**src/rtl/servo_pkg.sv**
```systemverilog
// servo_pkg: shared state type, default timing constants and duty arithmetic helpers
package servo_pkg;
  typedef enum logic [1:0] {S_IDLE, S_RAMP, S_SETTLE} state_t;
  localparam int PERIOD_DEF = 2000000;
  localparam int DMIN_DEF = 50000;
  localparam int DMAX_DEF = 250000;
  localparam int STEP_DEF = 1000;
  localparam int SETTLE_DEF = 25;
  function automatic logic [31:0] clamp_duty(input logic [31:0] v, input logic [31:0] lo, input logic [31:0] hi);
    return v < lo ? lo : v > hi ? hi : v;
  endfunction
  function automatic logic [31:0] step_toward(input logic [31:0] d, input logic [31:0] t, input logic [31:0] s);
    return t > d ? (t - d <= s ? t : d + s) : (d - t <= s ? t : d - s);
  endfunction
endpackage

```
**src/rtl/servo_frame_timer.sv**
```systemverilog
// servo_frame_timer: free-running frame counter, frame_o high while the count is zero
module servo_frame_timer #(
  parameter int PERIOD = 2000000
) (
  input  logic clk,
  input  logic res,
  output logic frame_o
);
  logic [31:0] fcnt_q, fcnt_d;
  assign fcnt_d = fcnt_q == 32'(PERIOD - 1) ? '0 : fcnt_q + 32'd1;
  assign frame_o = fcnt_q == '0;
  always_ff @(posedge clk) begin
    if (res) fcnt_q <= '0;
    else fcnt_q <= fcnt_d;
  end
endmodule

```
**src/rtl/servo_ramp_sequencer.sv**
```systemverilog
// servo_ramp_sequencer: one-move-at-a-time servo duty ramp controller; SERVO_ABORT_EN adds an abort input
module servo_ramp_sequencer
  import servo_pkg::*;
#(
  parameter int NCH = 4,
  parameter int PERIOD = PERIOD_DEF,
  parameter int DMIN = DMIN_DEF,
  parameter int DMAX = DMAX_DEF,
  parameter int STEP = STEP_DEF,
  parameter int SETTLE = SETTLE_DEF,
  localparam int CW = NCH > 1 ? $clog2(NCH) : 1
) (
  input  logic              clk,
  input  logic              res,
`ifdef SERVO_ABORT_EN
  input  logic              abort,
`endif
  input  logic              cmd_valid,
  output logic              cmd_ready,
  input  logic [CW-1:0]     cmd_ch,
  input  logic [31:0]       cmd_target,
  output logic [NCH*32-1:0] duty_o,
  output logic [31:0]       t_o,
  output logic [NCH-1:0]    en_o,
  output logic              frame_o,
  output logic              busy,
  output logic              done
);
  localparam logic [31:0] MID = 32'((DMIN + DMAX) / 2);
  state_t state_q, state_d;
  logic [CW-1:0] ch_q, ch_d;
  logic [31:0] tgt_q, tgt_d, cnt_q, cnt_d, nxt;
  logic [NCH-1:0] en_q, en_d;
  logic [31:0] duty_q [NCH];
  logic [31:0] duty_d [NCH];
  logic done_q, done_d, frame, ab;
`ifdef SERVO_ABORT_EN
  assign ab = abort;
`else
  assign ab = 1'b0;
`endif
  servo_frame_timer #(.PERIOD(PERIOD)) u_timer (.clk(clk), .res(res), .frame_o(frame));
  assign frame_o = frame;
  assign cmd_ready = state_q == S_IDLE;
  assign busy = !cmd_ready;
  assign done = done_q;
  assign en_o = en_q;
  assign t_o = 32'(PERIOD);
  assign nxt = step_toward(duty_q[ch_q], tgt_q, 32'(STEP));
  for (genvar i = 0; i < NCH; i++) begin : g_duty
    assign duty_o[32*i +: 32] = duty_q[i];
  end
  always_comb begin
    state_d = state_q;
    ch_d = ch_q;
    tgt_d = tgt_q;
    cnt_d = cnt_q;
    en_d = en_q;
    duty_d = duty_q;
    done_d = 1'b0;
    if (state_q == S_IDLE) begin
      if (cmd_valid && 32'(cmd_ch) < NCH) begin
        en_d[cmd_ch] = 1'b1;
        ch_d = cmd_ch;
        tgt_d = clamp_duty(cmd_target, 32'(DMIN), 32'(DMAX));
        state_d = S_RAMP;
      end else if (cmd_valid) begin
        done_d = 1'b1;
      end
    end else if (ab) begin
      state_d = S_IDLE;
    end else if (state_q == S_RAMP) begin
      if (frame) begin
        duty_d[ch_q] = nxt;
        state_d = nxt == tgt_q ? S_SETTLE : S_RAMP;
        cnt_d = 32'(SETTLE);
      end
    end else if (cnt_q == '0) begin
      done_d = 1'b1;
      state_d = S_IDLE;
    end else if (frame) begin
      cnt_d = cnt_q - 32'd1;
    end
  end
  always_ff @(posedge clk) begin
    if (res) begin
      state_q <= S_IDLE;
      ch_q <= '0;
      tgt_q <= MID;
      cnt_q <= '0;
      en_q <= '0;
      duty_q <= '{default: MID};
      done_q <= 1'b0;
    end else begin
      state_q <= state_d;
      ch_q <= ch_d;
      tgt_q <= tgt_d;
      cnt_q <= cnt_d;
      en_q <= en_d;
      duty_q <= duty_d;
      done_q <= done_d;
    end
  end
endmodule

```
**config.mk**
```make
export PLATFORM = sky130hd
export DESIGN_NAME = servo_ramp_sequencer
export DESIGN_NICKNAME = d
export VERILOG_FILES = /design/src/rtl/servo_pkg.sv /design/src/rtl/servo_frame_timer.sv /design/src/rtl/servo_ramp_sequencer.sv
export SDC_FILE = /design/constraint.sdc
export NUM_CORES = 1
export LEC_CHECK = 0
export ABC_AREA = 1
export CAP_MARGIN = 15
export CORE_MARGIN = 2
export CORE_UTILIZATION = 59
export DETAILED_ROUTE_END_ITERATION = 12
export PLACE_DENSITY_LB_ADDON = 0.12
export SYNTH_ARGS = -nofsm -noshare
export SYNTH_HDL_FRONTEND = slang
export SYNTH_HIERARCHICAL = 1
export SYNTH_SLANG_ARGS = --single-unit
```
**constraint.sdc**
```tcl
create_clock -name clk -period 5.5 [get_ports clk]
set_input_delay 1.1 -clock clk [delete_from_list [all_inputs] [get_ports clk]]
set_output_delay 1.1 -clock clk [all_outputs]
set_load 0.01 [all_outputs]
```
* After elaboration in Yosys (flattened, before gate mapping)
Cells that the tools add are included.
** Word-level totals
- Logic and storage cells :: 74
- Output and inout port bits :: 168
- Input bits :: 37
- Flip-flop bits (word level) :: 233
** Cells by class
- $lt $le $gt $ge :: 9
- Equal/unequal tests :: 7
- $add $sub $neg :: 6
- Bitwise operators :: 3
- Reductions and logical operators :: 14
- Multiplexer cells :: 24
** Operators by type and width (count)
- 32-bit 2-to-1 mux :: 12
- 128-bit bitwise mux :: 1
- 32-bit binary-select mux with 2-bit select :: 1
- 32-bit demux with 2-bit select :: 1
- 32-bit by 10-bit <= comparator with 1-bit output, second input constant :: 2
- 32-bit zero test :: 2
- 32-bit subtractor :: 2
- 32-bit by 1-bit adder with 32-bit output, second input constant :: 1
- 32-bit by 10-bit adder with 32-bit output, second input constant :: 1
- 32-bit by 21-bit equality test with 1-bit output, second input constant :: 1
- 32-bit equality test :: 1
- 32-bit by 18-bit greater-than comparator with 1-bit output, second input constant :: 1
- 32-bit greater-than comparator :: 1
- 32-bit by 16-bit < comparator with 1-bit output, second input constant :: 1
- 32-bit by 1-bit subtractor with 32-bit output, second input constant :: 1
- 32-bit by 10-bit subtractor with 32-bit output, second input constant :: 1
- 2-bit 2-to-1 mux :: 6
- 2-bit inequality test, second input constant :: 3
- 3-bit AND reduction :: 2
- 4-bit bitwise OR :: 1
- 4-bit AND reduction :: 1
- 3-bit greater-or-equal comparator, second input constant :: 1
- 2-bit by 3-bit < comparator with 1-bit output, second input constant :: 1
- 3-bit by 1-bit < comparator with 1-bit output, second input constant :: 1
- other kinds (15) :: 17

* Longest topological paths before layout
- Depth in word-level cells :: 13
- Gate-level depth with buffers :: 41
- Mapped depth without buffers :: 37

* Hierarchy
Netlist, hierarchy kept.
** Modules (own cells, without submodules)
- servo_ramp_sequencer :: times used 1, cells an instance 3095, seq. area each 4023.9 µm², area each 17596.9 µm²
- servo_frame_timer :: times used 1, cells an instance 309, seq. area each 640.6 µm², area each 1895.6 µm²

* Worst setup path after synthesis
No wires, ideal clock.
- Path type :: flip-flop to flip-flop
- Start point :: reg ch_q[1]
- End point :: reg state_q[0]
- Stages on the path, launching flop included :: 35
- Arrival time :: 3.848 ns
- Setup slack :: 1.520 ns
- Period minus slack after synthesis :: 3.980 ns
- Path buffers :: 3
- Required time :: 5.368 ns
- Setup time :: 0.132 ns
- Cell sequence :: dfxtp_1 buf_4 nor2_4 inv_2 buf_2 o22ai_1 nor3_2 inv_1 ha_1 nand2_1 nor2_1 nand2_1 nor2_1 nand2_1 nand3_1 nand2_1 nand2_1 nand2_1 nor2_1 nand2_1 nor2_4 nand2_4 buf_4 nand2_1 nand3_1 nand2_1 nand2_1 nand2_1 nand2_1 nor2_1 nand2_1 nor2_2 nand3_1 nand2_1 a21oi_1
** On the way
- Longest elaborated chain between the ends :: 13
- Elaborated cells between the ends (all ways) :: 19
- Those cells by class :: 4 x add/sub; 3 x order compare; 1 x eq/ne; 10 x mux; 1 x bitwise
** RTL lines
- start: declaration :: RTL line servo_ramp_sequencer.sv:31 : logic [CW-1:0] ch_q, ch_d;
- start signal: assignment :: RTL line servo_ramp_sequencer.sv:96 : ch_q <= ch_d;
- 2-bit inverter with 3-bit output (implied by the code) * :: RTL line servo_ramp_sequencer.sv:49 : assign nxt = step_toward(duty_q[ch_q], tgt_q, 32'(STEP));
- 32-bit binary-select mux with 2-bit select * :: RTL line servo_ramp_sequencer.sv:49
- 32-bit 2-to-1 mux (implied by the code) * (2 in series) :: RTL line servo_ramp_sequencer.sv:49
- 32-bit subtractor :: RTL line servo_pkg.sv:13 : return t > d ? (t - d <= s ? t : d + s) : (d - t <= s ? t : d - s);
- 32-bit by 10-bit <= comparator with 1-bit output :: RTL line servo_pkg.sv:13
- 32-bit 2-to-1 mux :: RTL line servo_pkg.sv:13
- 32-bit 2-to-1 mux * :: RTL line servo_pkg.sv:13
- 32-bit equality test * :: RTL line servo_ramp_sequencer.sv:75 : state_d = nxt == tgt_q ? S_SETTLE : S_RAMP;
- 2-bit 2-to-1 mux * :: RTL line servo_ramp_sequencer.sv:75
- 2-bit 2-to-1 mux * :: RTL line servo_ramp_sequencer.sv:73 : if (frame) begin
- 2-bit 2-to-1 mux * :: RTL line servo_ramp_sequencer.sv:72 : end else if (state_q == S_RAMP) begin
- 2-bit 2-to-1 mux * :: RTL line servo_ramp_sequencer.sv:61 : if (state_q == S_IDLE) begin
- end signal: assignment :: RTL line servo_ramp_sequencer.sv:95 : state_q <= state_d;
- end: declaration :: RTL line servo_ramp_sequencer.sv:30 : state_t state_q, state_d;
Mark *: on every way between the ends. The rest lies on a longest branch, timed or not. The select of a mux whose other input is x is not followed.
A chain may end at the register's enable or synchronous reset.

* Worst setup path in the final report
Ends and elaborated chain as after synthesis.

==> results.md <==
- ANT cells: 0
- Die H: 186 um
- Post-route worst setup slack: 0.252 ns
- Cell Pwr Density: 308 nW/um^2
- Max-Cap Viols: 0
- Initial antenna violation count: 0
- Post-Syn Area: 19,500 um^2
- CTS tree: yes
- Starting Density: 59.9%
- P_sw: 0.00320 W
- Distinct cell type count after synthesis: 52
- Total Wirelength: 76,000 um
- Dominant synthesized flop cell: dfxtp_1
- Routability cong.: 1.04
- R2R setup slack: 0.25 ns
- # hold bufs at CTS: 0
- H-Tree Depth: 1
- Fraction of registers with async set/reset: 0%
- Leakage: 11.6 nW
- Filler cell count in the final layout: 2,833
- Fmax achieved: 191 MHz
- Max Slew Vio Count: 0
- Tcrit/Tclk final: 95.4%
- Hold Crit Class: register to register
- Number of synthesized flops with an enable pin: 0
- Total overflow reported by the global router: 0
- Core Box Area: 32,500 um^2
- Maximum number of pins on one net before global-route repair: 97
- Status: finished, final reports clean
- CTS sink cnt: 233
- Clock Pin Slew Worst Setup and Hold Paths: 0.06 ns
- Number of global-route vias before repair: 21,806
- Final number of setup-violating endpoints: 0
- Mapped Avg Cell Area: 5.73 um^2
- Total power: 0.00695 W
- Place WS: -0.0206 ns
- Fin. Hold Viols: 0
- Min cycle time layout: 5.25 ns
- Combinational share of power: 48.6%
- Synthesized flop and latch total: 233
- Area Growth Syn to Fin: 15.7%
- P_int: 0.00375 W
- YS warnings: 6
- Seq/Total Area, Yosys: 23.9%
- Cells after synthesis: 3,404
- Worst-Margin Slew: 1.06 ns
- Worst vdd ir: 0.283 mV
- CP Class: register to register
- Most used cell, CP: nand2_1
- Critical Path Source Type: register
- Critical path's slowest cell: dfxtp_4
- Average wire per standard cell: 18.9 um
- Worst path max stage delay: 0.43 ns
- Clk_lat worst skew: 0.59 ns
- Switching Share: 46.1%
- Dpl hpwl: 57,600 um
- Vias/cell: 5.85
- Seq pwr share: 26.5%
- TritonCTS Buffers: 26
- DRT iter0 DRCs: 2,911
- First-pass GRT wire length: 116,000 um
- CTS max path bufs: 3
- Crit path DAT: 5.68 ns
- Total track usage: 43.2%
- Critical Path Fanout Max: 26
- Setup Skew: 0.0208 ns
- Worst setup EP type: register
- # rows: 66
- First-pass DRT Iterations: 7
- Via count: 23,533
- Chip width: 186 um
- Layout cells sized above 1: 6.00%
- CTS Root Cell: clkbuf_16
- Non-Filler Instances: 4,023
- Final core utilization: 69.3%
- Die ar.: 34,500 um^2
- Clock Power Share: 24.8%
- Final antenna-violating net count: 0
- CP required: 5.93 ns
- Number of remaining DRC errors: 0
- Count of input and output buffers: 172
- Placed cells: 3,979
- Final #Nets: 3,675
- Slew HR: 29.1%
- # IOs: 205
## cells by family (layout without fill, tap and decap cells)
logic type	count (synthesis)	in the layout	synth area share (%)
flip-flops	233	233	23.9
AND/OR/NAND/NOR	1888	1888	41.7
buffers and inverters	721	868	15.3
AO/OA/AOI/OAI	428	428	11.7
other	2	32	0.0385
adder cells (fa/ha/maj)	71	71	4.56
XOR/XNOR	61	61	2.74
## worst paths after layout
path                       endpoint  cells past startpoint              start
setup / recovery         state_q[0]                     36            ch_q[1]
hold / removal    u_timer/fcnt_q[0]                      1  u_timer/fcnt_q[0]
setup reg to reg         state_q[0]                     36            ch_q[1]
hold reg to reg   u_timer/fcnt_q[0]                      1  u_timer/fcnt_q[0]
## timing repair
item,in CTS,in global routing
pin swaps,0,2
cloned,0,0
setup buffers,0,2
setup endpoints to repair,2,32
endpoints found under the hold margin,0,0
gates resized for setup,2,35
## metrics by stage
stage,hold WS (ns),TNS [ns],area [um^2]
final,0.444,0,22500
after global routing,0.480,-0.0182,22500
after CTS,0.449,0,22400
after detailed placement,0.437,-0.0206,21600
after global placement,0.429,0,21600
after floorplan,0.417,0,19600
## power by group through the flow
stage / combinational [W] / sequential (W) / clock, W
floorplan: 0.00219 / 0.00187 / 0
global placement: 0.00317 / 0.00187 / 0
detailed placement: 0.00321 / 0.00187 / 0
CTS: 0.00323 / 0.00184 / 0.00172
global route: 0.00369 / 0.00185 / 0.00179
finish: 0.00338 / 0.00184 / 0.00173
## cell type report
type / instances / area, um^2 / share of cell area [%]
Clock buffer: 36 / 728 / 3.23
Clock inverter: 6 / 91.3 / 0.405
Inverter: 594 / 2230 / 9.91
Multi-Input combinational cell: 2480 / 12000 / 53.4
Sequential cell: 233 / 4670 / 20.7
Tap cell: 442 / 553 / 2.45
Timing Repair Buffer: 232 / 2230 / 9.89
## cells in the mapped netlist (all sizes together), types with 8 or more instances
cell type,n,area share [%]
clkbuf,53,1.0
o21ai,158,4.1
dfxtp,233,24
nor4,12,0.42
o211ai,14,0.54
inv,585,11
ha,71,4.6
nand2,1044,20
nand4,46,1.5
nand3b,8,0.31
o21a,9,0.35
clkinv,9,0.17
a21oi,209,5.4
nor2,377,8.1
nand3,337,8.7
nor3,55,1.9
xor2,58,2.6
o22ai,19,0.61
buf,74,2.9
## state kept, by name (all words and copies together), names as in the netlist
signal / cells
en_o: 4
state_q: 2
ch_q: 2
duty_o: 128
done: 1
cnt_q: 32
u_timer/fcnt_q: 32
tgt_q: 32
## critical path, delay by kind of cell (launching register included)
kind	cells	cell delay (ns)
simple gates	25	2.85
buf+inv	6	0.98
compound gates	4	0.57
flops	1	0.43
fa+ha+maj	1	0.24
## cell usage in the layout (no fill, tap or decap), types with 45 or more instances in the layout
master and n:
buf_4 54, dfxtp_1 231, nor2_1 335, ha_1 65
nand3_1 334, inv_1 571, clkdlybuf4s50_1 171, xor2_1 58
nand2_1 1019, a21oi_1 207, o21ai_0 151, nand4_1 45
## layer usage
layer	routed length [um]	global-route usage (%)	share of wire, %	vias up
met1	27900	51.8	37	10588
li1	-	-	-	10926
met2	34300	71.6	45	1643
met3	8270	7.67	11	376
met4	5500	26.9	7.2	0
met5	0	0	0	-
Power figures use the tool's default switching activity.
